**src/rtl/mc_main_ctrl_if.sv**
```systemverilog
// mc_main_ctrl_if: IR/flag inputs, memory handshake and datapath controls of the main controller
interface mc_main_ctrl_if;
  logic [6:0] opcode;
  logic       zero;
  logic       mem_ready;
  logic       mem_req;
  logic       mem_write;
  logic       adr_src;
  logic       ir_write;
  logic       pc_write;
  logic       reg_write;
  logic [1:0] alu_src_a;
  logic [1:0] alu_src_b;
  logic [1:0] alu_op;
  logic [1:0] result_src;
  logic       illegal;
  logic       mem_err;
  modport master (
    input  opcode, zero, mem_ready,
    output mem_req, mem_write, adr_src, ir_write, pc_write, reg_write,
           alu_src_a, alu_src_b, alu_op, result_src, illegal, mem_err
  );
  modport slave (
    output opcode, zero, mem_ready,
    input  mem_req, mem_write, adr_src, ir_write, pc_write, reg_write,
           alu_src_a, alu_src_b, alu_op, result_src, illegal, mem_err
  );
endinterface

```
**src/rtl/mc_main_ctrl.sv**
```systemverilog
// mc_main_ctrl: RV32I multi-cycle main control FSM with memory handshake timeout
module mc_main_ctrl #(
  parameter int MEM_TIMEOUT = 255
) (
  input logic           clk,
  input logic           sys_rst_n,
  mc_main_ctrl_if.master bus
);
  localparam int CW = MEM_TIMEOUT > 0 ? $clog2(MEM_TIMEOUT + 1) : 1;
  typedef enum logic [3:0] {
    S_RESET, S_FETCH, S_DECODE, S_MEMADR, S_MEMREAD, S_MEMWB,
    S_MEMWRITE, S_EXECR, S_EXECI, S_ALUWB, S_BEQ, S_JAL
  } state_t;
  state_t        state_q, state_d;
  logic [CW-1:0] cnt_q, cnt_d;
  logic          stall;
  // per-state control decode and next-state selection
  always_comb begin
    state_d        = state_q;
    bus.mem_req    = 1'b0;
    bus.mem_write  = 1'b0;
    bus.adr_src    = 1'b0;
    bus.ir_write   = 1'b0;
    bus.pc_write   = 1'b0;
    bus.reg_write  = 1'b0;
    bus.alu_src_a  = 2'b00;
    bus.alu_src_b  = 2'b00;
    bus.alu_op     = 2'b00;
    bus.result_src = 2'b00;
    bus.illegal    = 1'b0;
    case (state_q)
      S_RESET: state_d = S_FETCH;
      S_FETCH: begin
        bus.mem_req    = 1'b1;
        bus.alu_src_b  = 2'b10;
        bus.result_src = 2'b10;
        bus.ir_write   = bus.mem_ready;
        bus.pc_write   = bus.mem_ready;
        state_d        = bus.mem_ready ? S_DECODE : S_FETCH;
      end
      S_DECODE: begin
        bus.alu_src_a = 2'b01;
        bus.alu_src_b = 2'b01;
        case (bus.opcode)
          7'b0000011, 7'b0100011: state_d = S_MEMADR;
          7'b0110011:             state_d = S_EXECR;
          7'b0010011:             state_d = S_EXECI;
          7'b1100011:             state_d = S_BEQ;
          7'b1101111:             state_d = S_JAL;
          default: begin
            bus.illegal = 1'b1;
            state_d     = S_FETCH;
          end
        endcase
      end
      S_MEMADR: begin
        bus.alu_src_a = 2'b10;
        bus.alu_src_b = 2'b01;
        state_d       = bus.opcode == 7'b0000011 ? S_MEMREAD : S_MEMWRITE;
      end
      S_MEMREAD: begin
        bus.mem_req = 1'b1;
        bus.adr_src = 1'b1;
        state_d     = bus.mem_ready ? S_MEMWB : S_MEMREAD;
      end
      S_MEMWRITE: begin
        bus.mem_req   = 1'b1;
        bus.mem_write = 1'b1;
        bus.adr_src   = 1'b1;
        state_d       = bus.mem_ready ? S_FETCH : S_MEMWRITE;
      end
      S_MEMWB: begin
        bus.result_src = 2'b01;
        bus.reg_write  = 1'b1;
        state_d        = S_FETCH;
      end
      S_EXECR: begin
        bus.alu_src_a = 2'b10;
        bus.alu_op    = 2'b10;
        state_d       = S_ALUWB;
      end
      S_EXECI: begin
        bus.alu_src_a = 2'b10;
        bus.alu_src_b = 2'b01;
        bus.alu_op    = 2'b10;
        state_d       = S_ALUWB;
      end
      S_ALUWB: begin
        bus.reg_write = 1'b1;
        state_d       = S_FETCH;
      end
      S_BEQ: begin
        bus.alu_src_a = 2'b10;
        bus.alu_op    = 2'b01;
        bus.pc_write  = bus.zero;
        state_d       = S_FETCH;
      end
      S_JAL: begin
        bus.alu_src_a = 2'b01;
        bus.alu_src_b = 2'b10;
        bus.pc_write  = 1'b1;
        state_d       = S_ALUWB;
      end
      default: state_d = S_RESET;
    endcase
  end
  // stall counter: the error pulse restarts the count while the state holds so the access is retried
  always_comb begin
    stall       = bus.mem_req & ~bus.mem_ready;
    bus.mem_err = MEM_TIMEOUT != 0 && stall && cnt_q == CW'(MEM_TIMEOUT - 1);
    cnt_d       = stall && !bus.mem_err ? cnt_q + CW'(1) : '0;
  end
  // state and stall counter registers
  always_ff @(posedge clk or negedge sys_rst_n) begin
    if (!sys_rst_n) begin
      state_q <= S_RESET;
      cnt_q   <= '0;
    end else begin
      state_q <= state_d;
      cnt_q   <= cnt_d;
    end
  end
endmodule

```
**src/flat_wrapper.sv**
```systemverilog
// flat-port wrapper written by rule: the top's interface ports become plain ports
module mc_main_ctrl_flat 
#(
  parameter int MEM_TIMEOUT = 255
)
  (clk, sys_rst_n, bus_opcode, bus_zero, bus_mem_ready, bus_mem_req, bus_mem_write, bus_adr_src, bus_ir_write, bus_pc_write, bus_reg_write, bus_alu_src_a, bus_alu_src_b, bus_alu_op, bus_result_src, bus_illegal, bus_mem_err);
  mc_main_ctrl_if bus_i ();
  input logic clk;
  input logic sys_rst_n;
  input wire logic [$bits(bus_i.opcode)-1:0] bus_opcode;
  input wire logic [$bits(bus_i.zero)-1:0] bus_zero;
  input wire logic [$bits(bus_i.mem_ready)-1:0] bus_mem_ready;
  output wire logic [$bits(bus_i.mem_req)-1:0] bus_mem_req;
  output wire logic [$bits(bus_i.mem_write)-1:0] bus_mem_write;
  output wire logic [$bits(bus_i.adr_src)-1:0] bus_adr_src;
  output wire logic [$bits(bus_i.ir_write)-1:0] bus_ir_write;
  output wire logic [$bits(bus_i.pc_write)-1:0] bus_pc_write;
  output wire logic [$bits(bus_i.reg_write)-1:0] bus_reg_write;
  output wire logic [$bits(bus_i.alu_src_a)-1:0] bus_alu_src_a;
  output wire logic [$bits(bus_i.alu_src_b)-1:0] bus_alu_src_b;
  output wire logic [$bits(bus_i.alu_op)-1:0] bus_alu_op;
  output wire logic [$bits(bus_i.result_src)-1:0] bus_result_src;
  output wire logic [$bits(bus_i.illegal)-1:0] bus_illegal;
  output wire logic [$bits(bus_i.mem_err)-1:0] bus_mem_err;
  assign bus_i.opcode = bus_opcode;
  assign bus_i.zero = bus_zero;
  assign bus_i.mem_ready = bus_mem_ready;
  assign bus_mem_req = bus_i.mem_req;
  assign bus_mem_write = bus_i.mem_write;
  assign bus_adr_src = bus_i.adr_src;
  assign bus_ir_write = bus_i.ir_write;
  assign bus_pc_write = bus_i.pc_write;
  assign bus_reg_write = bus_i.reg_write;
  assign bus_alu_src_a = bus_i.alu_src_a;
  assign bus_alu_src_b = bus_i.alu_src_b;
  assign bus_alu_op = bus_i.alu_op;
  assign bus_result_src = bus_i.result_src;
  assign bus_illegal = bus_i.illegal;
  assign bus_mem_err = bus_i.mem_err;
  mc_main_ctrl #(.MEM_TIMEOUT(MEM_TIMEOUT)) u_core (.clk(clk), .sys_rst_n(sys_rst_n), .bus(bus_i));
endmodule
```
**config.mk**
```make
export PLATFORM = sky130hd
export DESIGN_NAME = mc_main_ctrl_flat
export DESIGN_NICKNAME = d
export VERILOG_FILES = /design/src/rtl/mc_main_ctrl_if.sv /design/src/rtl/mc_main_ctrl.sv /design/src/flat_wrapper.sv
export SDC_FILE = /design/constraint.sdc
export NUM_CORES = 1
export LEC_CHECK = 0
export ABC_AREA = 1
export BUFFER_PORTS_ARGS = -buffer_cell sky130_fd_sc_hd__buf_2
export CAP_MARGIN = 10
export CORE_MARGIN = 2
export CORE_UTILIZATION = 50
export CTS_BUF_LIST = sky130_fd_sc_hd__clkbuf_8 sky130_fd_sc_hd__clkbuf_16
export CTS_CLUSTER_SIZE = 24
export DETAILED_ROUTE_END_ITERATION = 8
export GPL_TIMING_DRIVEN = 0
export HOLD_SLACK_MARGIN = 0.15
export PLACE_DENSITY = 0.83
export SLEW_MARGIN = 0
export SYNTH_ARGS = -nofsm -noshare
export SYNTH_HDL_FRONTEND = slang
export SYNTH_SLANG_ARGS = --single-unit
```
**constraint.sdc**
```tcl
create_clock -name clk -period 1.6 [get_ports clk]
set_clock_uncertainty 0.05 [all_clocks]
set_input_delay 0.32 -clock clk [delete_from_list [all_inputs] [get_ports clk]]
set_output_delay 0.32 -clock clk [all_outputs]
set_load 0.01 [all_outputs]
```
==> results of run 1 <==
-- routing by layer --
layer / routed length [um] / vias up / GRT usage, %
li1: - / 545 / -
met2: 1580 / 42 / 40.0
met3: 166 / 4 / 3.85
met5: 0 / - / 0
met4: 37 / 0 / 10.6
met1: 1200 / 517 / 30.2
-- power groups by stage --
stage	clock network, mW	registers (mW)	logic [mW]
floorplan	0	0.433	0.578
global placement	0	0.445	0.805
detailed placement	0	0.449	0.834
CTS	0.277	0.456	1.13
global route	0.291	0.482	1.50
finish	0.276	0.477	1.41
-- final cells by class --
class / count / area [um^2]
inverter: 26 / 105
fill: 121 / 359
multi-input combinational: 105 / 603
sequential: 12 / 305
tap: 25 / 31.3
clock buffer: 3 / 41.3
timing repair buffer: 45 / 300
-- flip-flops by register name, indices dropped and copies added, names as in the netlist --
register and cells:
u_core.cnt_q 8, u_core.state_q 4
-- synth_stat cells --
| master | count |
|---|---|
| nand4_1 | 1 |
| a21oi_2 | 1 |
| a21o_1 | 1 |
| nand3_4 | 2 |
| nor2_4 | 1 |
| inv_2 | 5 |
| inv_1 | 21 |
| nand2_1 | 37 |
| nand3_1 | 13 |
| xnor2_1 | 1 |
| nor2_2 | 2 |
| xor2_1 | 1 |
| o21ai_2 | 1 |
| o21ai_1 | 1 |
| o21ai_0 | 6 |
| ha_1 | 2 |
| nor3_1 | 4 |
| nand2_2 | 2 |
| nand2_4 | 2 |
| nor2_1 | 24 |
| a21oi_1 | 3 |
| dfrtp_1 | 12 |
-- final timing paths --
check | startpoint | end | slack, ns | cells after the start
setup / recovery | u_core.state_q[3] | bus_alu_src_a[1] | -0.20 | 6
hold / removal | bus_opcode[6] | u_core.state_q[2] | 0.36 | 4
setup reg to reg | u_core.state_q[3] | u_core.state_q[0] | 0.10 | 7
hold reg to reg | u_core.cnt_q[0] | u_core.cnt_q[0] | 0.49 | 2
max in group asynchronous | sys_rst_n | u_core.state_q[1] | 0.83 | 2
min in group asynchronous | sys_rst_n | u_core.cnt_q[7] | 0.44 | 2
-- cell families (layout without fill, tap and decap cells) --
family	count (synthesis)	in the layout	share of synthesized area [%]
AOI/OAI and AO/OA	13	13	8.08
xor gates and xnor gates	2	2	1.88
adders and majority gates	2	2	2.69
buffers and inverters	26	74	10.5
DFF	12	12	32.3
and+or+nand+nor	88	88	44.5
-- what timing repair did --
action,4_1_cts,5_1_grt
gates resized for setup,19,14
hold endpoints to repair,12,0
cloned,0,0
pin swaps,4,5
setup endpoints to repair,10,14
setup buffers,10,8
hold buffers,1,0
-- worst min-delay path, cell delays in order --
cell and delay, ns:
buf_2 0.10, nor3_1 0.05, nand3_1 0.06, nand3_1 0.08
-- layout by cell type, fill, tap and decap left out, drive strengths merged --
master	n
nand2	41
xnor2	1
xor2	1
a21oi	4
nand3	15
dlygate4sd3	1
o21ai	8
buf	44
a21o	1
nor3	4
clkbuf	3
dfrtp	12
nand4	1
ha	2
inv	26
nor2	27
-- stage by stage --
stage / cell area [um^2] / worst slack, ns / hold slack [ns] / setup TNS (ns)
6_report: 1390 / -0.196 / 0.365 / -1.20
5_1_grt: 1390 / -0.248 / 0.392 / -1.80
4_1_cts: 1280 / -0.0937 / 0.363 / -0.542
3_5_place_dp: 1090 / 0.0580 / 0.161 / 0
3_3_place_gp: 1090 / 0.108 / 0.153 / 0
2_1_floorplan: 930 / 0.178 / -0.0256 / 0
==> results.tsv, run 1 <==
stage	metric	value	unit
critical_path	crit_type	register to primary output	
cts	clock_path_buffers	2	
final_layout	layout-drive-gt1-share	42.9	%
critical_path	path_delay_family	flip-flops	
detailed_routing	num_vias	1108	
global_route	grt_overflow	0	
power_and_ir_drop	p_seq_share	22.0	%
final_layout	insertedDiodeCount	0	
critical_path	cp.arrival	1.43	ns
synth	synthCells	143	
timing	finalCritPeriodShare	112	%
critical_path	worst_setup_path_end_kind	primary output	
detailed_routing	routedWlPerCell	13.8	um
timing	hold_viol	0	
placement	place_hpwl	1700	um
timing	slew_headroom	72.9	%
detailed_routing	drt_iter0_markers	21	
synth	synth_area_leader_cell	dfrtp_1	
power_and_ir_drop	p_sw_share	46.2	%
cts	clk_pin_slew	0.05	ns
detailed_routing	drt_pass1_iterations	4	
timing	fmax	0.557	GHz
timing	drv_slew	0	
final_layout	utilization	79.4	%
critical_path	crit_fanout	5	
critical_path	crit_buf_inv	2	
synth	syn_nets	156	
global_route	grt_pass1_vias	909	
critical_path	slowest_stage	dfrtp_2	
critical_path	worst_ep_required_time	1.23	ns
final_layout	finalNonFillerCells	216	
synth	yosysSeqAreaShare	32.3	%
synth	avgSynthCellArea	6.50	um^2
run	drv_cap	0	
synth	synthDistinctLibCells	22	
timing	rsz0062_at_grt	yes	
cts	cts_tree	done	
critical_path	critPathMostFrequentCell	nor2_4	
timing	tightest_slew	0.404	ns
final_layout	area_delta_synth_final	49.1	%
placement	place.gp.congestion	0.865	
power_and_ir_drop	p_per_area	1560	mW/mm^2
global_route	grt_pass1_wl	3710	um
synth	yosys-top-cells-area	dfrtp_1 32%, nand2_1 15%, nor2_1 9.7%	
timing	setup_viol	11	
synth	ys_ff_latch	12	
floorplanning	coreArea	0.00175	mm^2
cts	clk_latency	0.24	ns
cts	cts_made_buffers	3	
outcome	violations	setup timing	
timing	fin_crit	1.80	ns
power_and_ir_drop	power.leakage	0.753	nW
critical_path	crit_chain	nor2_4 -> inv_4 -> nor2_4 -> nor2_1 -> o21ai_1 -> buf_2	
power_and_ir_drop	power_frac_comb	65.2	%
synth	syn_area	930	um^2
outcome	status	finished, violations left	
cts	htree_levels	1	
floorplanning	die_area	0.00222	mm^2
final_layout	nets	206	
floorplanning	start_util	53.3	%
detailed_routing	drt-total-wl	2980	um
critical_path	cp-start-kind	register	
critical_path	slowest_delay	0.45	ns
synth	synth_warnings	0	
min_path	hold_class	primary input to register	
cts	clock_sinks	12	
power_and_ir_drop	power.switching	1.00	mW
power_and_ir_drop	finalPower	2.17	mW
global_route	grt_antenna_before_repair	0	
timing	setup_slack	-0.196	ns
placement	io_buffers	26	
cts	cts_root_buf	clkbuf_8	
detailed_routing	drc_errors	0	
global_route	track_usage	23.9	%
synth	synth_top_cell_area_share	32.3	%
power_and_ir_drop	internal-power	1.17	mW
floorplanning	die_w	47.1	um
global_route	grt_max_degree	13	
power_and_ir_drop	peakVddDrop	0.821	mV
floorplanning	io_pins	27	
floorplanning	row_count	15	
power_and_ir_drop	p_clk_share	12.8	%
placement	dp_cells	194	
floorplanning	dieHeight	47.1	um
detailed_routing	postRouteAntennaNets	0	
detailed_routing	vias_per_cell	5.13	
(Power assumes the default switching activity.)
==> run 2: changes to the inputs <==
--- a/config.mk
+++ b/config.mk
@@ -13,7 +13,6 @@
 export CTS_BUF_LIST = sky130_fd_sc_hd__clkbuf_8 sky130_fd_sc_hd__clkbuf_16
 export CTS_CLUSTER_SIZE = 24
 export DETAILED_ROUTE_END_ITERATION = 8
-export GPL_TIMING_DRIVEN = 0
 export HOLD_SLACK_MARGIN = 0.15
 export PLACE_DENSITY = 0.83
 export SLEW_MARGIN = 0
==> results.tsv, run 2 (synthesis gave the netlist of run 1 again) <==
stage	metric	value	unit	change
global_route	grt_overflow	0		unchanged
timing	fmax	0.571	GHz	was 0.557 GHz
floorplanning	row_count	15		unchanged
placement	place.gp.congestion	0.855		was 0.865
placement	place_area	0.00110	mm^2	was 0.00109 mm^2
global_route	grt_antenna_before_repair	0		unchanged
final_layout	final_common_cell	nand2_1		unchanged
global_route	grt_pass1_vias	843		was 909
placement	io_buffers	26		unchanged
timing	drv_slew	0		unchanged
global_route	grt_pass1_wl	3350	um	was 3710 um
timing	tightest_slew	0.272	ns	was 0.404 ns
final_layout	nets	197		was 206
floorplanning	io_pins	27		unchanged
floorplanning	die_w	47.1	um	unchanged
floorplanning	die_area	0.00222	mm^2	unchanged
power_and_ir_drop	p_per_area	1540	mW/mm^2	was 1560 mW/mm^2
min_path	hold_class	primary input to register		unchanged
global_route	grt_max_degree	13		unchanged
floorplanning	coreArea	0.00175	mm^2	unchanged
cts	cts_tree	done		unchanged
floorplanning	dieHeight	47.1	um	unchanged
placement	post-place-ws	0.114	ns	was 0.0580 ns
detailed_routing	drt_iter0_markers	45		was 21
final_layout	finalInstanceArea	0.00136	mm^2	was 0.00139 mm^2
critical_path	crit_type	register to primary output		unchanged
timing	finalCritPeriodShare	110	%	was 112%
cts	cts_root_buf	clkbuf_8		unchanged
timing	rsz0062_at_grt	yes		unchanged
final_layout	layout_common_cells	32 x nand2_1, 22 x buf_2, 20 x nor2_1, 16 x inv_1, 12 x nand3_1		was 34 x nand2_1, 24 x buf_2, 21 x nor2_1, 17 x inv_1, 17 x buf_4
timing	fin_crit	1.75	ns	was 1.80 ns
critical_path	worst_setup_path_end_kind	primary output		unchanged
detailed_routing	drt_pass1_iterations	4		unchanged
cts	clk_pin_slew	0.05	ns	about the same
cts	htree_levels	1		unchanged
critical_path	worst_ep_required_time	1.23	ns	about the same
detailed_routing	postRouteAntennaNets	0		unchanged
power_and_ir_drop	peakVddDrop	0.925	mV	was 0.821 mV
critical_path	cp-start-kind	register		unchanged
final_layout	insertedDiodeCount	0		unchanged
final_layout	largest_registers	u_core.cnt_q x8, u_core.state_q x4		unchanged
timing	hold_viol	0		unchanged
outcome	violations	setup timing		unchanged
timing	setup_viol	10		was 11
critical_path	crit_fanout	5		unchanged
run	drv_cap	0		unchanged
detailed_routing	routedWlPerCell	12.1	um	was 13.8 um
outcome	status	finished, violations left		unchanged
placement	place_hpwl	1660	um	was 1700 um
timing	setup_slack	-0.152	ns	was -0.196 ns
final_layout	area_delta_synth_final	45.9	%	was 49.1%
cts	clock_sinks	12		unchanged
floorplanning	start_util	53.3	%	unchanged
detailed_routing	num_vias	1070		was 1108
cts	clock_path_buffers	2		unchanged
final_layout	nFillCells	121		unchanged
final_layout	largest-register	u_core.cnt_q		unchanged
cts	clk_latency	0.24	ns	about the same
global_route	track_usage	21.2	%	was 23.9%
detailed_routing	drc_errors	0		unchanged
detailed_routing	drt-total-wl	2520	um	was 2980 um
detailed_routing	vias_per_cell	5.14		was 5.13
timing	slew_headroom	81.7	%	was 72.9%
final_layout	largest_reg_flops	8		unchanged
final_layout	layout-drive-gt1-share	41.0	%	was 42.9%
power_and_ir_drop	power.leakage	0.723	nW	was 0.753 nW
critical_path	cp.arrival	1.38	ns	was 1.43 ns
cts	cts_made_buffers	3		unchanged
## run 2: cell count changes in the layout (fill, tap and decap cells not counted), sizes merged
cell / before / now
buf: 44 / 35
clkbuf: 3 / 4
## run 2: layer usage
| layer | global-route usage, % | up-vias | routed length, um |
|---|---|---|---|
| met5 | 0 | - | 0 |
| met1 | 28.3 | 477 | 1020 |
| met3 | 4.62 | 7 | 182 |
| li1 | - | 522 | - |
| met2 | 35.1 | 64 | 1260 |
| met4 | 5.56 | 0 | 53 |
## run 2: final cells by class
type | count | area, um^2 | share of cell area (%)
sequential | 12 | 305 | 22.5
clock buffer | 4 | 55.1 | 4.06
tap | 25 | 31.3 | 2.31
timing repair buffer | 36 | 244 | 18.0
multi-input combinational | 105 | 616 | 45.4
inverter | 26 | 105 | 7.75
## run 2: stage by stage
step                      util, %  instances  hold slack (ns)  power (mW)  setup TNS [ns]
final                        77.7        208            0.413        2.09          -0.692
after global routing         77.7        208            0.422        2.23           -1.41
after CTS                    69.9        203            0.379        1.76          -0.442
after detailed placement     62.9        195            0.159        1.27               0
after global placement       62.9        195            0.155        1.26               0
after floorplan                 -        143          -0.0256        1.01               0
## run 2: where the power goes
group / total (mW) / internal, mW / switching [mW]
registers: 0.489 / 0.368 / 0.121
logic: 1.28 / 0.564 / 0.714
clock network: 0.321 / 0.217 / 0.104
## run 2: timing repair
| action | in CTS | in global routing |
|---|---|---|
| pin swaps | 5 | 4 |
| resized for setup | 15 | 26 |
| hold buffers | 1 | 0 |
| endpoints found under the hold margin | 12 | 0 |
| buffers inserted | 3 | 5 |
| cloned | 0 | 0 |
| endpoints found under the setup margin | 8 | 13 |
## run 2: critical path, stage by stage (launching register included)
cell and delay, ns:
dfrtp_2 0.49, nor2_4 0.17, nand3_1 0.13, o21ai_2 0.11, nor2_1 0.05, o21ai_1 0.07, buf_2 0.14
## run 2: final timing paths
check	start	to	slack, ns	cells past startpoint
min	bus_opcode[4]	u_core.state_q[0]	0.41	5
min reg2reg	u_core.cnt_q[7]	u_core.cnt_q[7]	0.51	3
max in group asynchronous	sys_rst_n	u_core.state_q[0]	0.83	2
max reg2reg	u_core.cnt_q[0]	u_core.cnt_q[5]	0.13	9
min in group asynchronous	sys_rst_n	u_core.cnt_q[6]	0.44	2
max	u_core.state_q[0]	bus_alu_src_a[1]	-0.15	6
